### src/rtl/id_ex_ctrl_pkg.sv
// Shared decode/execute definitions: condition codes, NZCV bit positions,
// ALU and shifter encodings, and the E-stage control bundle with its bubble value.
package id_ex_ctrl_pkg;

  typedef enum logic [3:0] {
    COND_EQ = 4'h0, COND_NE = 4'h1, COND_CS = 4'h2, COND_CC = 4'h3,
    COND_MI = 4'h4, COND_PL = 4'h5, COND_VS = 4'h6, COND_VC = 4'h7,
    COND_HI = 4'h8, COND_LS = 4'h9, COND_GE = 4'ha, COND_LT = 4'hb,
    COND_GT = 4'hc, COND_LE = 4'hd, COND_AL = 4'he, COND_NV = 4'hf
  } cond_e;

  localparam int FLAG_N = 3;
  localparam int FLAG_Z = 2;
  localparam int FLAG_C = 1;
  localparam int FLAG_V = 0;

  localparam logic [3:0] ALU_ADD = 4'b0000;
  localparam logic [3:0] ALU_SUB = 4'b0001;
  localparam logic [3:0] ALU_AND = 4'b0010;
  localparam logic [3:0] ALU_ORR = 4'b0011;
  localparam logic [3:0] ALU_EOR = 4'b0100;

  localparam logic [1:0] SH_MOV = 2'b00;
  localparam logic [1:0] SH_LSL = 2'b01;
  localparam logic [1:0] SH_LSR = 2'b10;
  localparam logic [1:0] SH_ASR = 2'b11;

  typedef struct packed {
    logic       pcsrc;
    logic       regwrite;
    logic       memtoreg;
    logic       memwrite;
    logic       branch;
    logic       alusrc;
    logic       nowrite;
    logic [1:0] flagwrite;
    logic [3:0] alucontrol;
    logic [1:0] regcontrol;
    logic [3:0] cond;
  } ectrl_t;

  // A bubble carries AL so it always passes and can never be counted as annulled.
  localparam ectrl_t ECTRL_BUBBLE = '{
    pcsrc: 1'b0, regwrite: 1'b0, memtoreg: 1'b0, memwrite: 1'b0,
    branch: 1'b0, alusrc: 1'b0, nowrite: 1'b0, flagwrite: 2'b00,
    alucontrol: ALU_ADD, regcontrol: SH_MOV, cond: COND_AL
  };

endpackage

### src/rtl/id_ex_ctrl_cond_check.sv
// Combinational ARM condition evaluation: cond field + {N,Z,C,V} -> pass.
// Zero latency; no state, no flow control.
module cond_check
  import id_ex_ctrl_pkg::*;
(
  input  logic [3:0] cond,
  input  logic [3:0] flags,
  output logic       condex
);

  logic n, z, c, v;

  assign n = flags[FLAG_N];
  assign z = flags[FLAG_Z];
  assign c = flags[FLAG_C];
  assign v = flags[FLAG_V];

  always_comb begin
    condex = 1'b1;
    case (cond_e'(cond))
      COND_EQ: condex = z;
      COND_NE: condex = ~z;
      COND_CS: condex = c;
      COND_CC: condex = ~c;
      COND_MI: condex = n;
      COND_PL: condex = ~n;
      COND_VS: condex = v;
      COND_VC: condex = ~v;
      COND_HI: condex = c & ~z;
      COND_LS: condex = ~c | z;
      COND_GE: condex = (n == v);
      COND_LT: condex = (n != v);
      COND_GT: condex = ~z & (n == v);
      COND_LE: condex = z | (n != v);
      COND_AL, COND_NV: condex = 1'b1;
    endcase
  end

endmodule

### src/rtl/id_ex_ctrl.sv
// D->E control register with NZCV flags and condition gating; 1-cycle latency, StallE holds E and flags.
// ANNUL_CNT_EN adds a 16-bit wrapping count of condition-failed instructions leaving E.
module id_ex_ctrl
  import id_ex_ctrl_pkg::*;
(
  input  logic       clk,
  input  logic       reset,
  input  logic       StallE,
  input  logic       FlushE,
  input  logic       PCSrcD,
  input  logic       RegWriteD,
  input  logic       MemtoRegD,
  input  logic       MemWriteD,
  input  logic       BranchD,
  input  logic       ALUSrcD,
  input  logic       NoWriteD,
  input  logic [1:0] FlagWriteD,
  input  logic [3:0] ALUControlD,
  input  logic [1:0] RegControlD,
  input  logic [3:0] CondD,
  input  logic [3:0] ALUFlags,
  output logic       PCSrcE,
  output logic       RegWriteE,
  output logic       MemWriteE,
  output logic       BranchTakenE,
  output logic       MemtoRegE,
  output logic       ALUSrcE,
  output logic [3:0] ALUControlE,
  output logic [1:0] RegControlE,
  output logic       CondExE,
  output logic [3:0] FlagsE
`ifdef ANNUL_CNT_EN
  ,
  output logic [15:0] annul_count
`endif
);

  ectrl_t     ctrl_d;
  ectrl_t     ctrl_q;
  logic [3:0] flags_q;

  always_comb begin
    ctrl_d            = ECTRL_BUBBLE;
    ctrl_d.pcsrc      = PCSrcD;
    ctrl_d.regwrite   = RegWriteD;
    ctrl_d.memtoreg   = MemtoRegD;
    ctrl_d.memwrite   = MemWriteD;
    ctrl_d.branch     = BranchD;
    ctrl_d.alusrc     = ALUSrcD;
    ctrl_d.nowrite    = NoWriteD;
    ctrl_d.flagwrite  = FlagWriteD;
    ctrl_d.alucontrol = ALUControlD;
    ctrl_d.regcontrol = RegControlD;
    ctrl_d.cond       = CondD;
  end

  always_ff @(posedge clk) begin
    if (reset)
      ctrl_q <= ECTRL_BUBBLE;
    else if (FlushE)
      ctrl_q <= ECTRL_BUBBLE;
    else if (!StallE)
      ctrl_q <= ctrl_d;
  end

  cond_check u_cond_check (
    .cond   (ctrl_q.cond),
    .flags  (flags_q),
    .condex (CondExE)
  );

  // Flags follow the instruction leaving E, so a same-cycle flush does not block them.
  always_ff @(posedge clk) begin
    if (reset) begin
      flags_q <= 4'b0000;
    end else if (!StallE && CondExE) begin
      if (ctrl_q.flagwrite[1]) begin
        flags_q[FLAG_N] <= ALUFlags[FLAG_N];
        flags_q[FLAG_Z] <= ALUFlags[FLAG_Z];
      end
      if (ctrl_q.flagwrite[0]) begin
        flags_q[FLAG_C] <= ALUFlags[FLAG_C];
        flags_q[FLAG_V] <= ALUFlags[FLAG_V];
      end
    end
  end

  assign FlagsE       = flags_q;
  assign PCSrcE       = ctrl_q.pcsrc & CondExE;
  assign RegWriteE    = ctrl_q.regwrite & CondExE & ~ctrl_q.nowrite;
  assign MemWriteE    = ctrl_q.memwrite & CondExE;
  assign BranchTakenE = ctrl_q.branch & CondExE;
  assign MemtoRegE    = ctrl_q.memtoreg;
  assign ALUSrcE      = ctrl_q.alusrc;
  assign ALUControlE  = ctrl_q.alucontrol;
  assign RegControlE  = ctrl_q.regcontrol;

`ifdef ANNUL_CNT_EN
  // Bubbles carry AL, so a failed condition always means a real instruction.
  always_ff @(posedge clk) begin
    if (reset)
      annul_count <= 16'h0000;
    else if (!StallE && !CondExE)
      annul_count <= annul_count + 16'h0001;
  end
`endif

endmodule

### config.mk
export PLATFORM = sky130hd
export DESIGN_NAME = id_ex_ctrl
export DESIGN_NICKNAME = d
export VERILOG_FILES = /design/src/rtl/id_ex_ctrl_pkg.sv /design/src/rtl/id_ex_ctrl_cond_check.sv /design/src/rtl/id_ex_ctrl.sv
export SDC_FILE = /design/constraint.sdc
export NUM_CORES = 1
export LEC_CHECK = 0
export ABC_AREA = 1
export BUFFER_PORTS_ARGS = -buffer_cell sky130_fd_sc_hd__buf_2
export CORE_UTILIZATION = 53
export CTS_BUF_LIST = sky130_fd_sc_hd__clkbuf_2
export DETAILED_ROUTE_END_ITERATION = 10
export PLACE_DENSITY = 0.82
export RECOVER_POWER = 50
export SLEW_MARGIN = 30
export SYNTH_ARGS = -nofsm -noshare
export SYNTH_HDL_FRONTEND = slang
export SYNTH_SLANG_ARGS = --single-unit
### constraint.sdc
create_clock -name clk -period 2.45 [get_ports clk]
set_clock_uncertainty 0.1 [all_clocks]
set_input_delay 0.1225 -clock clk [delete_from_list [all_inputs] [get_ports clk]]
set_output_delay 0.1225 -clock clk [all_outputs]
set_load 0.005 [all_outputs]
==> results by group <==
CTS
  – Clock slew at reported path FFs: between 0.2 and 0.3 ns
  – CTS sink cnt: 23
  – Postcts setup bufs: 0
  – CTS tree: yes
  – H-tree Lvls: 1
  – Cts bufs inserted: 3
  – CTS root buf: clkbuf_2
  – Worst-skew pair later-pin latency: 0.38 ns
  – Bufs on Longest Clock Path: 2

Final layout
  – Final Net Count: 264
  – Area Overhead vs Synth: 45.9%
  – FILL cells: around 120
  – Share of layout cells above drive strength 1: a little under a fifth
  – Post-route cell area: between 1500 and 2000 um2
  – Most common cell after layout, fill and taps aside: nand2_1
  – Most frequent cells in the layout: nand2_1 (55), buf_2 (36), dlygate4sd3_1 (33), dfxtp_1 (22), nor2_1 (19)
  – # diodes: 0

Power and ir drop
  – Comb power frac: around a fifth
  – Sw Pwr: around 0.21 mW
  – Flop pwr share: between 50% and 60%
  – Worst IR Drop VDD: about 0.48 mV
  – Leak: between 0.7 and 0.8 nW
  – Pwr Density: 433 nW/um2
  – Sw frac: just under 30%
  – Clock Power Share: 23.6%
  – P_int: about 0.5 mW

Setup path
  – Max stage delay on crit path: around 0.56 ns
  – Slowest CP cell: dlygate4sd3_1
  – Most frequent cell on the critical path: nand2_1
  – CP required: ~2.7 ns
  – Reg2Reg Setup Slack: approximately 0.039 ns
  – Critical path type: flip-flop to flip-flop
  – Critical-path cell list: inv_1 -> o21ai_0 -> inv_1 -> nand2_1 -> nor2_1 -> nand3_2 -> nand4_2 -> nand2_1 -> nand2_1 -> nor2_1 -> dlygate4sd3_1
  – Crit path capture type: flip-flop
  – Buf/Inv on CP: 3
  – CP top delay family: buffers and inverters
  – Critical Path Fanout Max: 7
  – Worst EP arrival: 2.66 ns
  – Startpoint Class: flip-flop

Global route
  – Largest net degree at the start of global routing: 22
  – Grt ovf: 0
  – Met2 global-route usage: roughly half
  – GR Util All Layers: a little under a third
  – First-pass GRT wire length: between 4 and 5 mm
  – Met3 Track Usage GR: ~4.5%
  – Vias in the first global route: about 1100
  – GRT busiest layer: met2
  – Met1 global-route usage: between 30% and 40%
  – Antenna violations before repair: 0

Routing
  – Antenna-violating nets left: 0
  – Drt pass-1 iters: 4
  – Vias post-DR: approximately 1300
  – Vias/cell: 5.08
  – Total wire length: between 3 and 4 mm
  – DRC Markers: 0
  – Routed len/inst: about 13 um
  – Starting DRC count in detailed routing: 41

Timing
  – Min Tclk post-route: approximately 2.4 ns
  – Final WS setup: between 0.03 and 0.04 ns
  – Total Negative Setup Slacks: 0 ns
  – Fin. max-slew vios: 0
  – Hold WS: about 0.0093 ns
  – Rel. slew slack: 57.0%
  – Max Clk Rate: slightly above 400 MHz
  – Final Hold Fails: 0
  – Period utilization: a little over nine tenths
  – Setup Viol. Count Final: 0
  – Tightest Pin Transition: ~0.64 ns

Die
  – Core area: approximately 2000 um2
  – Die width: 48.0 um
  – Die area: 2310 um2
  – Initial core utilization: 56.6%
  – Ports: 44
  – Die Y: ~48 um
  – FP Rows: 16

Status
  – Run status: finished, final reports clean

Synthesis
  – Syn_area_per_cell: roughly 6.7 um2
  – Yosys warning total: 0
  – Mapped Nets: 195
  – Yosys cell types: 18
  – Post-synthesis cell count: 168
  – Syn Std Cell Area: roughly 1100 um2
  – Sequential share of the synthesized area: 41.0%
  – Top_reg_cell synth: dfxtp_1
  – Asr flop ratio synth: 0%
  – EDFF count, synth: 0
  – Register bit total from synthesis: 23

Place
  – Setup slack at placement: roughly 0.73 ns
  – I/O Buffers: 43
  – Final HPWL DP: about 2.0 mm
  – Final GP Congestion: 0.956
  – Placed inst area: 1290 um2

Hold path
  – Hold WC Path Type: primary input to flip-flop

Job
  – Max cap viols: 0
-- worst paths after layout --
kind / from / end / cells after the start
setup / recovery: ctrl_q[1]$_SDFFE_PP1N_ / FlagsE[3]$_SDFFE_PP0P_ / 11
hold / removal: reset / ctrl_q[15]$_SDFFE_PP0N_ / 4
hold reg to reg: ctrl_q[14]$_SDFFE_PP0N_ / ctrl_q[14]$_SDFFE_PP0N_ / 2
setup reg to reg: ctrl_q[1]$_SDFFE_PP1N_ / FlagsE[3]$_SDFFE_PP0P_ / 11
-- Yosys cell counts, types with 2 or more instances --
| library cell | count | area (um2) |
|---|---|---|
| a21oi_1 | 17 | 85.1 |
| buf_4 | 6 | 45.0 |
| clkbuf_1 | 3 | 11.3 |
| dfxtp_1 | 23 | 460 |
| inv_1 | 17 | 63.8 |
| nand2_1 | 55 | 206 |
| nand3_1 | 10 | 50.1 |
| nand4_2 | 2 | 25.0 |
| nor2_1 | 19 | 71.3 |
| o211ai_1 | 3 | 22.5 |
| o21ai_0 | 6 | 30.0 |
-- state kept, by name, indices dropped and copies added (netlist names) --
signal       cells
FlagsE           4
ctrl_q          11
ALUControlE      4
MemtoRegE        1
ALUSrcE          1
RegControlE      2
-- tightest hold or removal path, stage by stage --
cell and delay [ns]:
buf_2 0.10, nor2_1 0.11, o21ai_0 0.10, a21oi_1 0.05
-- layout make-up --
cell class              count  area (um2)  area share [%]
repair buffers             76         537            32.8
multi-input cells         116         522            31.9
flip-flops and latches     23         462            28.2
inverters                  17        63.8            3.90
well taps                  27        33.8            2.06
clock buffers               3        15.0           0.917
clock inverters             1        5.00           0.306
-- power groups by stage --
stage          sequential (mW)  clock, mW  combinational, mW
6_report                 0.399      0.167              0.143
5_1_grt                  0.401      0.182              0.159
4_1_cts                  0.397      0.159              0.135
3_5_place_dp             0.405          0             0.0998
3_3_place_gp             0.404          0             0.0957
2_1_floorplan            0.402          0             0.0653
-- metal layers --
metal | share of wire [%] | routed length, um
met4 | 4.1 | 144
met3 | 6.3 | 218
met2 | 51 | 1780
met5 | 0 | 0
met1 | 38 | 1330
-- timing repair --
action                                 CTS  global route
setup endpoints to repair                0             2
endpoints found under the hold margin   23             1
gates resized for setup                  0             1
hold buffers                            31             2
-- cell families (layout without fill, tap and decap cells) --
group	count (synthesis)	in the layout	share of synthesized area (%)
simple gates	89	89	33.6
flops	23	23	41.0
buf+inv	29	97	12.5
compound gates	27	27	12.9
-- metrics by stage --
step | total power [mW] | std cells | utilization, %
2_1_floorplan | 0.467 | 168 | -
6_report | 0.709 | 263 | 82.6
3_3_place_gp | 0.500 | 226 | 65.3
5_1_grt | 0.742 | 263 | 82.6
4_1_cts | 0.691 | 261 | 82.0
3_5_place_dp | 0.505 | 226 | 65.3
Note: power is estimated with default switching activity, not from simulation.
